### config.mk
export PLATFORM = sky130hd
export DESIGN_NAME = physical_transmitter
export DESIGN_NICKNAME = d
export VERILOG_FILES = /design/src/rtl/phy_pkg.sv /design/src/rtl/symbol_mapper.sv /design/src/rtl/physical_transmitter.sv
export SDC_FILE = /design/constraint.sdc
export NUM_CORES = 1
export LEC_CHECK = 0
export CAP_MARGIN = 20
export CORE_AREA = 3 3 94 60
export CTS_CLUSTER_SIZE = 14
export DETAILED_ROUTE_END_ITERATION = 8
export DIE_AREA = 0 0 97 63
export SLEW_MARGIN = 40
export SYNTH_ARGS = -nofsm -noshare
export SYNTH_HDL_FRONTEND = slang
export SYNTH_SLANG_ARGS = --single-unit
### constraint.sdc
create_clock -name clk -period 4.25 [get_ports clk]
set_input_delay 0.85 -clock clk [delete_from_list [all_inputs] [get_ports clk]]
set_output_delay 0.85 -clock clk [all_outputs]
set_load 0.03 [all_outputs]
### src/rtl/phy_pkg.sv
// Shared QPSK physical-layer definitions: frame constants, transmit states
// and the symbol-to-I/Q mapping used by both transmitter and receiver.
package phy_pkg;

  localparam int          SOF_SYMS = 26;
  localparam logic [25:0] SOF_I    = 26'h3278428;
  localparam logic [25:0] SOF_Q    = 26'h272d17d;

  typedef logic signed [11:0] sample_t;

  typedef struct packed {
    sample_t i;
    sample_t q;
  } iq_t;

  typedef enum logic [1:0] {
    IDLE = 2'd0,
    SOF  = 2'd1,
    DATA = 2'd2,
    GAP  = 2'd3
  } tx_state_t;

  // bit1 = I sign, bit0 = Q sign; a set bit selects the negative amplitude
  function automatic iq_t qpsk_map(input logic [1:0] sym, input sample_t amp);
    iq_t r;
    r.i = sym[1] ? -amp : amp;
    r.q = sym[0] ? -amp : amp;
    return r;
  endfunction

endpackage

### src/rtl/symbol_mapper.sv
// Output sample register: captures the QPSK point (or zero) of a new symbol
// at each symbol start and holds it for the rest of the symbol.
module symbol_mapper
  import phy_pkg::*;
#(
  parameter sample_t AMP = 12'sd1024
) (
  input  logic        clk,
  input  logic        rst,
  input  logic        load,
  input  logic        zero,
  input  logic [1:0]  sym,
  output logic [23:0] iq
);

  logic [23:0] iq_r;

  // Sample register, reloaded only when a new symbol starts
  always_ff @(posedge clk) begin
    if (!rst) begin
      iq_r <= 24'h000000;
    end else if (load) begin
      if (zero) begin
        iq_r <= 24'h000000;
      end else begin
        iq_r <= qpsk_map(sym, AMP);
      end
    end
  end

  assign iq = iq_r;

endmodule

### src/rtl/physical_transmitter.sv
// QPSK framer/modulator: SOF + DATA_SYMS data symbols + GAP_SYMS zero symbols,
// SPS rectangular samples per symbol. Define TX_IDLE_PRBS_EN for PRBS-7 idle fill.
module physical_transmitter
  import phy_pkg::*;
#(
  parameter int      SPS       = 8,
  parameter sample_t AMP       = 12'sd1024,
  parameter int      GAP_SYMS  = 4,
  parameter int      DATA_SYMS = 63
) (
  input  logic        clk,
  input  logic        rst,
  input  logic        in_valid,
  input  logic [1:0]  in_data,
  output logic        in_ready,
  input  logic        out_ready,
  output logic        out_valid,
  output logic [23:0] out_data,
  output logic        busy,
  output logic        underrun
);

  localparam int SAMP_W = $clog2(SPS);
  localparam int CNT_W  = 8;

  tx_state_t         state_r, state_s;
  logic [SAMP_W-1:0] samp_cnt_r;
  logic [CNT_W-1:0]  sym_cnt_r, sym_cnt_s;
  logic              buf_full_r, buf_full_s;
  logic [1:0]        buf_sym_r;
  logic              in_ready_r, out_valid_r, busy_r, underrun_r;
  logic              beat_s, boundary_s, load_s, drain_s, underrun_s, zero_s;
  logic [1:0]        sym_s;
  logic [4:0]        sof_idx_s;
  logic              fill_zero_s;
  logic [1:0]        fill_sym_s;

  assign beat_s     = out_valid_r & out_ready;
  assign boundary_s = beat_s & (samp_cnt_r == SAMP_W'(SPS - 1));
  assign load_s     = in_valid & in_ready_r;
  assign buf_full_s = load_s | (buf_full_r & ~drain_s);

`ifdef TX_IDLE_PRBS_EN
  logic [6:0] lfsr_r, lfsr_s, lfsr_mid_s;
  logic       prbs_b1_s, prbs_b2_s;

  // Two x^7+x^6+1 steps per symbol, one output bit per step
  always_comb begin
    prbs_b1_s  = lfsr_r[6] ^ lfsr_r[5];
    lfsr_mid_s = {lfsr_r[5:0], prbs_b1_s};
    prbs_b2_s  = lfsr_mid_s[6] ^ lfsr_mid_s[5];
    lfsr_s     = {lfsr_mid_s[5:0], prbs_b2_s};
  end

  // LFSR state, advanced only when a fill symbol is issued
  always_ff @(posedge clk) begin
    if (!rst) begin
      lfsr_r <= 7'h7F;
    end else if (boundary_s && (state_s == IDLE || state_s == GAP)) begin
      lfsr_r <= lfsr_s;
    end
  end

  assign fill_zero_s = 1'b0;
  assign fill_sym_s  = {prbs_b1_s, prbs_b2_s};
`else
  assign fill_zero_s = 1'b1;
  assign fill_sym_s  = 2'b00;
`endif

  // Next state and the symbol carried by the next SPS samples
  always_comb begin
    state_s    = state_r;
    sym_cnt_s  = sym_cnt_r;
    sym_s      = 2'b00;
    zero_s     = 1'b1;
    drain_s    = 1'b0;
    underrun_s = 1'b0;
    sof_idx_s  = 5'd0;
    if (boundary_s) begin
      case (state_r)
        IDLE: begin
          if (buf_full_r) begin
            state_s   = SOF;
            sym_cnt_s = '0;
          end else begin
            state_s   = IDLE;
          end
        end
        SOF: begin
          if (sym_cnt_r == CNT_W'(SOF_SYMS - 1)) begin
            state_s   = DATA;
            sym_cnt_s = '0;
          end else begin
            sym_cnt_s = sym_cnt_r + 8'd1;
          end
        end
        DATA: begin
          if (sym_cnt_r == CNT_W'(DATA_SYMS - 1)) begin
            state_s   = (GAP_SYMS == 0) ? IDLE : GAP;
            sym_cnt_s = '0;
          end else begin
            sym_cnt_s = sym_cnt_r + 8'd1;
          end
        end
        GAP: begin
          if (sym_cnt_r == CNT_W'(GAP_SYMS - 1)) begin
            state_s   = IDLE;
            sym_cnt_s = '0;
          end else begin
            sym_cnt_s = sym_cnt_r + 8'd1;
          end
        end
        default: begin
          state_s   = IDLE;
          sym_cnt_s = '0;
        end
      endcase

      case (state_s)
        SOF: begin
          // SOF constants are sent MSB first; a constant 1 is the positive point
          sof_idx_s = 5'd25 - sym_cnt_s[4:0];
          sym_s     = {~SOF_I[sof_idx_s], ~SOF_Q[sof_idx_s]};
          zero_s    = 1'b0;
        end
        DATA: begin
          drain_s    = buf_full_r;
          underrun_s = ~buf_full_r;
          zero_s     = ~buf_full_r;
          sym_s      = buf_sym_r;
        end
        IDLE, GAP: begin
          zero_s = fill_zero_s;
          sym_s  = fill_sym_s;
        end
        default: begin
          zero_s = 1'b1;
          sym_s  = 2'b00;
        end
      endcase
    end else begin
      state_s   = state_r;
      sym_cnt_s = sym_cnt_r;
    end
  end

  // Framing state, counters and status outputs
  always_ff @(posedge clk) begin
    if (!rst) begin
      state_r     <= IDLE;
      sym_cnt_r   <= '0;
      samp_cnt_r  <= '0;
      out_valid_r <= 1'b0;
      busy_r      <= 1'b0;
      underrun_r  <= 1'b0;
    end else begin
      state_r     <= state_s;
      sym_cnt_r   <= sym_cnt_s;
      out_valid_r <= 1'b1;
      busy_r      <= (state_s != IDLE);
      underrun_r  <= underrun_s;
      if (boundary_s) begin
        samp_cnt_r <= '0;
      end else if (beat_s) begin
        samp_cnt_r <= samp_cnt_r + SAMP_W'(1);
      end
    end
  end

  // One-entry input buffer; in_ready mirrors its next emptiness
  always_ff @(posedge clk) begin
    if (!rst) begin
      buf_full_r <= 1'b0;
      buf_sym_r  <= 2'b00;
      in_ready_r <= 1'b0;
    end else begin
      buf_full_r <= buf_full_s;
      in_ready_r <= ~buf_full_s;
      if (load_s) begin
        buf_sym_r <= in_data;
      end
    end
  end

  symbol_mapper #(
    .AMP (AMP)
  ) u_mapper (
    .clk  (clk),
    .rst  (rst),
    .load (boundary_s),
    .zero (zero_s),
    .sym  (sym_s),
    .iq   (out_data)
  );

  assign in_ready  = in_ready_r;
  assign out_valid = out_valid_r;
  assign busy      = busy_r;
  assign underrun  = underrun_r;

endmodule

=== After elaboration in Yosys (flattened, before gate mapping) ===
Memories as Yosys holds them, arrays and structs flattened.
Cells that the tools add are included.

* $add $sub $neg: 3
* Multipliers: 0
* Div/mod/pow operators: 0
* $lt $le $gt $ge: 1
* Eq/ne operators: 11
* Shifts and indexed selects: 0
* Multiplexer cells: 25
* Bitwise logic cells: 11
* Reductions and logical operators: 7

{| class="wikitable"
|+ Operator list
! kind !! number
|-
| 8-bit 2-to-1 mux || 5
|-
| 8-bit case mux with 4 select lines || 1
|-
| 12-bit 2-to-1 mux || 2
|-
| 24-bit 2-to-1 mux || 1
|-
| 2-bit 2-to-1 mux || 6
|-
| 8-bit by 1-bit adder with 8-bit output, second input constant || 1
|-
| 2-bit == test, second input constant || 4
|-
| 8-bit by 2-bit == test with 1-bit output, second input constant || 1
|-
| 8-bit by 5-bit == test with 1-bit output, second input constant || 1
|-
| 8-bit by 6-bit == test with 1-bit output, second input constant || 1
|-
| 2-bit case mux with 4 select lines || 1
|-
| 1-bit 2-to-1 mux || 7
|-
| 5-bit by 6-bit < comparator with 1-bit output, second input constant || 1
|-
| 1-bit NOT || 6
|-
| 2-bit case mux with 3 select lines || 1
|-
| 5-bit subtractor, first input constant || 1
|-
| 1-bit AND || 4
|-
| 2-bit by 1-bit == test with 1-bit output, second input constant || 2
|-
| 2-bit logical NOT || 2
|-
| 2-bit OR reduction || 2
|-
| 3-bit by 1-bit adder with 3-bit output, second input constant || 1
|-
| 3-bit == test, second input constant || 1
|-
| 3-bit != test, second input constant || 1
|-
| 1-bit case mux with 3 select lines || 1
|-
| 4 further kinds || 4
|}

* Bits in registers: 44
* Latch bits: 0
* Memory bits (writable): 0
* Bits in read-only memories: 64
* Bits of input ports: 6
* Memories kept: 2

{| class="wikitable"
|+ Memories
! name !! depth !! bits a word !! read ports !! clocked after memory_dff !! write ports !! line !! source
|-
| (name not given) || 32 || 1 || 1 || 0 || 0 || physical_transmitter.sv:124 || <nowiki>sym_s = {~SOF_I[sof_idx_s], ~SOF_Q[sof_idx_s]};</nowiki>
|-
| (name not given) || 32 || 1 || 1 || 0 || 0 || physical_transmitter.sv:124 ||
|}

=== Longest topological paths before layout ===
Gate-level depths: netlist of the first run.

* Depth in word-level cells: 12
* Depth in mapped cells: 14
* Depth with buffers taken out: 14

=== Cells and area by module ===
Synthesis of the first run repeated with hierarchy kept, for this count alone.

* Cells, all modules: 205
* Area, all modules: 1681.6 um^2

{| class="wikitable"
|+ Modules (own cells, without submodules)
! module !! instances !! cells an instance !! area each (um^2)
|-
| physical_transmitter || 1 || 171 || 1407.6
|-
| symbol_mapper || 1 || 34 || 274.0
|}

=== Least setup slack after synthesis of the first run ===
OpenSTA, ideal clock, no wires.

* Kind: register to register
* From: reg sym_cnt_r[1]
* To: reg u_mapper.iq_r[11], in the netlist u_mapper.iq[11]
* Library setup time: 0.069 ns
* Data arrival time: 2.840 ns
* Data required time: 4.181 ns
* Path slack: 1.342 ns
* Cell stages (with the launch flop): 14
* Path buffers: 0
* Cell sequence: dfxtp_1 ha_1 and4bb_2 o21ai_2 a21boi_4 o21ai_2 inv_1 ha_1 or3_1 o211ai_1 nor2_1 a21o_1 a31o_2 o21ai_1

* Cells in the longest elaborated chain, start to end: 12
* Elaborated cells on any way between the ends: 30

{| class="wikitable"
|+ RTL lines
! element !! line !! source
|-
| from (decl) || physical_transmitter.sv:28 || <nowiki>logic [CNT_W-1:0] sym_cnt_r, sym_cnt_s;</nowiki>
|-
| from (signal assigned) || physical_transmitter.sv:159 || <nowiki>sym_cnt_r <= sym_cnt_s;</nowiki>
|-
| 8-bit by 1-bit adder with 8-bit output, or another cell as far along || physical_transmitter.sv:95, physical_transmitter.sv:103, physical_transmitter.sv:111 ||
|-
| 8-bit 2-to-1 mux (on tied branches) || physical_transmitter.sv:107, physical_transmitter.sv:91, physical_transmitter.sv:99 ||
|-
| 8-bit case mux with 4 select lines || physical_transmitter.sv:81 || <nowiki>case (state_r)</nowiki>
|-
| 8-bit 2-to-1 mux || physical_transmitter.sv:80 || <nowiki>if (boundary_s) begin</nowiki>
|-
| 5-bit subtractor || physical_transmitter.sv:123 || <nowiki>sof_idx_s = 5'd25 - sym_cnt_s[4:0];</nowiki>
|-
| memory 32 x 1 bit || n/a ||
|-
| 1-bit 2-to-1 mux (not written as such) || physical_transmitter.sv:124 ||
|-
| 1-bit NOT || physical_transmitter.sv:124 ||
|-
| 2-bit case mux with 3 select lines || physical_transmitter.sv:120 || <nowiki>case (state_s)</nowiki>
|-
| 2-bit 2-to-1 mux || physical_transmitter.sv:80 ||
|-
| 12-bit 2-to-1 mux || phy_pkg.sv:27 || <nowiki>r.q = sym[0] ? -amp : amp;</nowiki>
|-
| 24-bit 2-to-1 mux (*) || symbol_mapper.sv:23 || <nowiki>if (zero) begin</nowiki>
|-
| to (signal assigned) || symbol_mapper.sv:26 || <nowiki>iq_r <= qpsk_map(sym, AMP);</nowiki>
|-
| to (decl) || symbol_mapper.sv:16 || <nowiki>logic [23:0] iq_r;</nowiki>
|}

Mark *: on every way between the ends. The rest lies on a longest branch, timed or not. The select of a mux whose other input is x is not followed.
A chain may end at the register's enable or synchronous reset.

=== Worst setup path after layout of the first run ===
Ends and elaborated chain as after synthesis.

==> results_dict.tcl, run 1 <==
set metrics [dict create \
    outcome "complete, no violations" \
    worstPathArrival_ns 3.47 \
    synthToLayoutAreaGrowth_pct 7.37 \
    min_path_cells 2 \
    rrSetupSlack_ns 0.99 \
    netSwitchingFraction_pct 27.5 \
    dpl.hpwl_um 2700 \
    max-clock-path-buffers 2 \
    firstDrtPassIters 5 \
    coreArea_sq_um 4930 \
    p_clk_share_pct 33.6 \
    maxSlewHeadroom_pct 52.7 \
    ir_drop_v 0.0000976 \
    synth_cell_types 53 \
    drt_iter0_drc 104 \
    drc 0 \
    fmax_mhz 307 \
    r2r-end "u_mapper.iq[11]$_SDFFE_PN0P_" \
    path_clk_slew_ns 0.08 \
    viasPerCell 4.95 \
    cts_buffers 3 \
    synthArstFlopShare_pct 0 \
    p_int_w 0.000300 \
    initial_core_util_pct 34.4 \
    gp_congestion 0.846 \
    synth_edf_count 0 \
    p_per_area_nw_per_um2 227 \
    ys.flop_type "dfxtp_1" \
    die_width_um 97 \
    synth-seq-cells 23 \
    synth_warnings 0 \
    cts_resized 0 \
    crit_path_start_kind "register" \
    dpl.cell_count 279 \
    antenna_left 0 \
    required_ns 4.46 \
    vias 1400 \
    p_leak_nw 0.715 \
    cts-root-buf "clkbuf_8" \
    insertion_delay_ns 0.26 \
    min_path_type "register to register" \
    hold_viol_final 0 \
    synth_area_per_cell_sq_um 8.08 \
    period_needed_ns 3.26 \
    post_cts.repair.setup_buffers 0 \
    rsz0062_at_grt "no" \
    grt-ovfl-total 0 \
    routed_wirelength_um 3540 \
    grt_pass1_vias 1189 \
    final-setup-viol-count 0 \
    report.final.slew_viol_count 0 \
    crit_chain "inv_1 -> ha_1 -> and4b_1 -> o21ai_2 -> a21boi_4 -> o21ai_2 -> inv_1 -> ha_1 -> or3_1 -> o211ai_1 -> nor2_1 -> a21o_1 -> a31o_2 -> o21ai_1" \
    period_share_pct 76.7 \
    fin_hold_ws_ns 0.475 \
    cts.hold.buffers_added 0 \
    worstSetupEndpointType "register" \
    slowest_delay_ns 0.48 \
    worstMarginPinSlew_ns 0.707 \
    wire_per_inst_um 12.5 \
    yosysSeqAreaShare_pct 27.1 \
    port_buffers 13 \
    fillers 511 \
    netlist_area_sq_um 1700 \
    hold_path.startpoint "buf_sym_r[1]$_SDFFE_PN0P_" \
    rows 20 \
    drive_gt1_share_pct 8.76 \
    cts_tree "done" \
    die_h_um 63 \
    critPathKind "register to register" \
    grt_first_pass_wirelength_um 6020 \
    htreeDepth 1 \
    antenna_found_initial 0 \
    nNetsFinal 232 \
    cp_top_family "compound AO/OA/AOI/OAI gates" \
    combinationalPowerShare_pct 12.5 \
    power_switching_w 0.000114 \
    grt.total_usage_pct 11.9 \
    cp_max_fo 10 \
    final_cells 283 \
    die_area_sq_um 6110 \
    rr_worst_depth 14 \
    critical-path-slowest-cell "dfxtp_1" \
    syn-instance-count 210 \
    tns_ns 0 \
    sequentialPowerShare_pct 53.9 \
    ios 34 \
    drv_cap 0 \
    r2r_start "sym_cnt_r[1]$_SDFFE_PN0P_" \
    grt_max_degree 24 \
    hold_end "buf_sym_r[1]$_SDFFE_PN0P_" \
    skew_ns 0.00236 \
    antenna_cells 0 \
    clkSinkCount 23 \
    cp.buffers_inverters 2 \
]
how the worst max path moves through the flow:
stage                              start                      endpoint  slack [ns]  cells after the start
6_report       sym_cnt_r[1]$_SDFFE_PN0P_  u_mapper.iq[11]$_SDFFE_PN0P_        0.99                     14
5_1_grt        sym_cnt_r[2]$_SDFFE_PN0P_  u_mapper.iq[11]$_SDFFE_PN0P_        0.69                     12
4_1_cts        sym_cnt_r[1]$_SDFFE_PN0P_  u_mapper.iq[11]$_SDFFE_PN0P_        1.01                     14
3_5_place_dp   sym_cnt_r[1]$_SDFFE_PN0P_  u_mapper.iq[11]$_SDFFE_PN0P_        1.04                     14
3_3_place_gp   sym_cnt_r[1]$_SDFFE_PN0P_  u_mapper.iq[11]$_SDFFE_PN0P_        1.11                     13
2_1_floorplan  sym_cnt_r[1]$_SDFFE_PN0P_  u_mapper.iq[11]$_SDFFE_PN0P_        1.34                     13
tightest hold or removal path: stages (launching register included):
cell and delay, ns:
dfxtp_1 0.31, nand2_1 0.05, a21boi_0 0.07
layout by cell type (no fill, tap or decap), types with 2 or more instances in the layout:
cell type        count
clkdlybuf4s50_1     13
o211a_1              3
nor3_1               9
nand4b_1             2
a21boi_0             5
clkbuf_8             3
or2_2                3
inv_1               11
conb_1              20
ha_1                 8
a21o_1               2
a32oi_1              2
nand3_1             13
o21ai_2              3
o21a_1               2
nand2_1             20
mux2i_1              2
nor3b_1              2
a21oi_2              2
a21oi_1              9
dfxtp_1             23
nand2b_1             2
and2_1               4
o21ai_0             10
a22oi_1              3
o211ai_1             3
nor2_1               8
nor2b_1              6
cell type report:
cell class                      count  area (sq um)  area share (%)
Tap cell                           66          82.6            4.53
Sequential cell                    23           460            25.3
Multi-Input combinational cell    166          1060            58.3
Clock buffer                        4          45.0            2.47
Inverter                           11          41.3            2.27
Timing Repair Buffer               13           130            7.14
cell families (layout without fill, tap and decap cells):
family          Yosys count  count (layout)  synth area share [%]
flops                    23              23                  27.1
simple gates             79              79                  25.7
compound gates           54              54                  23.7
buf+inv                  40              28                  14.5
other cells               1              20                 0.221
xor+xnor                  2               2                  1.03
mux                       3               3                  1.84
fa+ha+maj                 8               8                  5.90
synthesized netlist by cell type, types with 2 or more instances:
master	number	area, sq um
a21boi_0	5	37.5
a21o_1	2	15.0
a21oi_1	9	45.0
a21oi_2	2	17.5
a22oi_1	3	22.5
a32oi_1	2	17.5
and2_1	4	25.0
buf_4	23	173
clkbuf_1	4	15.0
dfxtp_1	23	460
ha_1	8	100
inv_1	11	41.3
mux2i_1	2	20.0
nand2_1	20	75.1
nand2b_1	2	12.5
nand3_1	13	65.1
nand4b_1	2	17.5
nor2_1	8	30.0
nor2b_1	6	37.5
nor3_1	9	45.0
nor3b_1	2	15.0
o211a_1	3	30.0
o211ai_1	3	22.5
o21a_1	2	15.0
o21ai_0	10	50.1
o21ai_2	3	26.3
or2_2	3	18.8
metal layers:
layer | track usage [%] | share of wire, % | vias to the layer above | routed length [um]
met2 | 16.0 | 40 | 37 | 1430
met3 | 3.01 | 5.1 | 2 | 181
met4 | 2.10 | 0.59 | 0 | 21
met1 | 18.8 | 54 | 638 | 1910
met5 | 0 | 0 | - | 0
li1 | - | - | 723 | -
flip-flops by register name (all words and copies together) (netlist names), 2 cells and up:
| register | cells |
|---|---|
| sym_cnt_r | 8 |
| state_r | 2 |
| buf_sym_r | 2 |
| samp_cnt_r | 3 |
| u_mapper.iq | 3 |
power groups by stage:
stage,registers [W],logic (W),clock network (W)
floorplan,0.000230,0.0000517,0
global placement,0.000228,0.0000518,0
detailed placement,0.000228,0.0000516,0
CTS,0.000223,0.0000517,0.000144
global route,0.000224,0.0000567,0.000153
finish,0.000223,0.0000516,0.000139
per-stage QoR:
step,total power [W],util (%),setup WS (ns),instance area (sq um)
floorplan,0.000282,-,1.34,1770
global placement,0.000280,36.0,1.11,1780
detailed placement,0.000280,36.0,1.04,1780
CTS,0.000418,37.0,1.01,1820
global route,0.000433,37.0,0.685,1820
finish,0.000413,37.0,0.990,1820
Note: power is estimated with default switching activity, not from simulation.
==> run 2, diff against run 1 <==
==> constraint.sdc (replaced) <==
create_clock -name clk -period 2.9 [get_ports clk]
set_input_delay 0.58 -clock clk [delete_from_list [all_inputs] [get_ports clk]]
set_output_delay 0.58 -clock clk [all_outputs]
set_load 0.03 [all_outputs]
==> run 2 against run 1 <==
  * Combinational power rose by 51%
  * Critical endpoint unchanged
  * Highest routed layer unchanged
  * Count of clock-buffer cells in the layout did not move
  * Wire length grew 11%
  * Total power grew 48%
  * Critical path depth unchanged
  * First-iteration DRC count increased by 4.8%
  * Sequential share of layout area down 1.9 points
  * Fmax grew 18%
==> results_dict.tcl, run 2 (synthesized netlist as in run 1, its figures left out) <==
set metrics [dict create \
    antenna_cells 0 \
    hold_viol_final 0 \
    ir_drop_v 0.000154 \
    max-clock-path-buffers 2 \
    coreArea_sq_um 4930 \
    grt_pass1_vias 1294 \
    viasPerCell 4.93 \
    final_cells 301 \
    initial_core_util_pct 34.4 \
    drv_cap 0 \
    vias 1483 \
    rr_worst_depth 14 \
    largest-register "sym_cnt_r" \
    die_h_um 63 \
    fin_util_pct 40.7 \
    min_path_cells 2 \
    p_leak_nw 0.801 \
    routed_wirelength_um 3930 \
    final-setup-viol-count 0 \
    period_needed_ns 2.77 \
    cp_max_fo 6 \
    die_area_sq_um 6110 \
    ios 34 \
    p_per_area_nw_per_um2 305 \
    fmax_mhz 361 \
    min_path_type "register to register" \
    finalPower_w 0.000612 \
    worstSetupPathDepth 14 \
    p_clk_share_pct 34.2 \
    drt_iter0_drc 109 \
    dpl.hpwl_um 3030 \
    drc 0 \
    post-place-ws_ns -0.0192 \
    outcome "complete, no violations" \
    grt-ovfl-total 0 \
    required_ns 3.11 \
    power_switching_w 0.000174 \
    largest_reg_flops 8 \
    nNetsFinal 250 \
    die_width_um 97 \
    critPathKind "register to register" \
    combinationalPowerShare_pct 12.7 \
    drive_gt1_share_pct 18.7 \
    final_common_cell "dfxtp_1" \
    firstDrtPassIters 4 \
    gp_congestion 0.879 \
    setup_ws_ns 0.129 \
    insertion_delay_ns 0.27 \
    layout_common_cells "dfxtp_1 (21), nand2_1 (20), conb_1 (20)" \
    maxSlewHeadroom_pct 66.7 \
    crit_path_start_kind "register" \
    antenna_found_initial 0 \
    grt_first_pass_wirelength_um 6530 \
    port_buffers 13 \
    cts-root-buf "clkbuf_8" \
    dpl.cell_count 295 \
    p_int_w 0.000438 \
    netSwitchingFraction_pct 28.4 \
    skew_ns 0.00489 \
    crit_chain "inv_1 -> ha_1 -> and4b_1 -> o21ai_4 -> a21boi_4 -> o21ai_1 -> a21oi_1 -> ha_2 -> or3_1 -> o211ai_1 -> nor2_2 -> a21o_1 -> a31o_2 -> o21ai_2" \
    path_clk_slew_ns 0.09 \
    worstMarginPinSlew_ns 0.496 \
    period_share_pct 95.6 \
    synthToLayoutAreaGrowth_pct 18.2 \
    cts_tree "done" \
    worstSetupEndpointType "register" \
    slowest_delay_ns 0.38 \
    critical-path-slowest-cell "dfxtp_4" \
    rows 20 \
    clkSinkCount 23 \
    htreeDepth 1 \
    antenna_left 0 \
    cts_buffers 3 \
    tns_ns 0 \
    cp_top_family "compound AO/OA/AOI/OAI gates" \
    worstPathArrival_ns 2.98 \
    grt_max_degree 15 \
    sequentialPowerShare_pct 53.0 \
    grt.total_usage_pct 13.1 \
    report.final.slew_viol_count 0 \
    fillers 509 \
    wire_per_inst_um 13.1 \
    cp.buffers_inverters 1 \
]
[run 2: changes by cell type in the layout (fill, tap and decap cells not counted), sizes merged]
cell and change:
buf +18
[run 2: power groups by stage]
stage	Clock [W]	Combinational [W]	Sequential, W
after floorplan	0	0.0000758	0.000337
after global placement	0	0.0000768	0.000334
after detailed placement	0	0.0000770	0.000334
after CTS	0.000215	0.0000772	0.000326
after global routing	0.000227	0.0000846	0.000326
final	0.000210	0.0000778	0.000325
[run 2: metal layers]
metal / global-route usage [%] / part of all wire, % / up-vias / wire length (um)
li1: - / - / 759 / -
met1: 21.6 / 54 / 667 / 2120
met2: 16.0 / 38 / 50 / 1480
met3: 3.34 / 7.2 / 7 / 284
met4: 3.15 / 1.1 / 0 / 42
met5: 0 / 0 / - / 0
[run 2: timing repair]
| action | in CTS | in global routing |
|---|---|---|
| cloned | 0 | 0 |
| pin swaps | 0 | 9 |
| hold buffers | 0 | 0 |
| setup endpoints to repair | 2 | 2 |
| buffers inserted | 0 | 2 |
| resized for setup | 5 | 8 |
[run 2: cell type report]
class,instances,area [sq um],share of cell area (%)
Clock buffer,4,45.0,2.25
Inverter,11,41.3,2.06
Multi-Input combinational cell,166,1100,55.0
Sequential cell,23,468,23.3
Tap cell,66,82.6,4.12
Timing Repair Buffer,31,265,13.2
[run 2: through the flow]
stage                     area (sq um)  hold slack [ns]
final                             2010            0.469
after global routing              2010            0.510
after CTS                         1970            0.474
after detailed placement          1900            0.461
after global placement            1900            0.456
after floorplan                   1780            0.426
[run 2: worst reg2reg max path, cell delays in order (launching register included)]
cell      delay [ns]
dfxtp_4         0.38
inv_1           0.04
ha_1            0.19
and4b_1         0.21
o21ai_4         0.18
a21boi_4        0.10
o21ai_1         0.16
a21oi_1         0.08
ha_2            0.20
or3_1           0.37
o211ai_1        0.15
nor2_2          0.14
a21o_1          0.19
a31o_2          0.23
o21ai_2         0.10
[run 2: path summary, 6_finish.rpt]
check | start | end | slack (ns)
setup reg to reg | sym_cnt_r[1]$_SDFFE_PN0P_ | u_mapper.iq[11]$_SDFFE_PN0P_ | 0.13
hold reg to reg | buf_sym_r[1]$_SDFFE_PN0P_ | buf_sym_r[1]$_SDFFE_PN0P_ | 0.47
hold / removal | buf_sym_r[1]$_SDFFE_PN0P_ | buf_sym_r[1]$_SDFFE_PN0P_ | 0.47
setup / recovery | sym_cnt_r[1]$_SDFFE_PN0P_ | u_mapper.iq[11]$_SDFFE_PN0P_ | 0.13
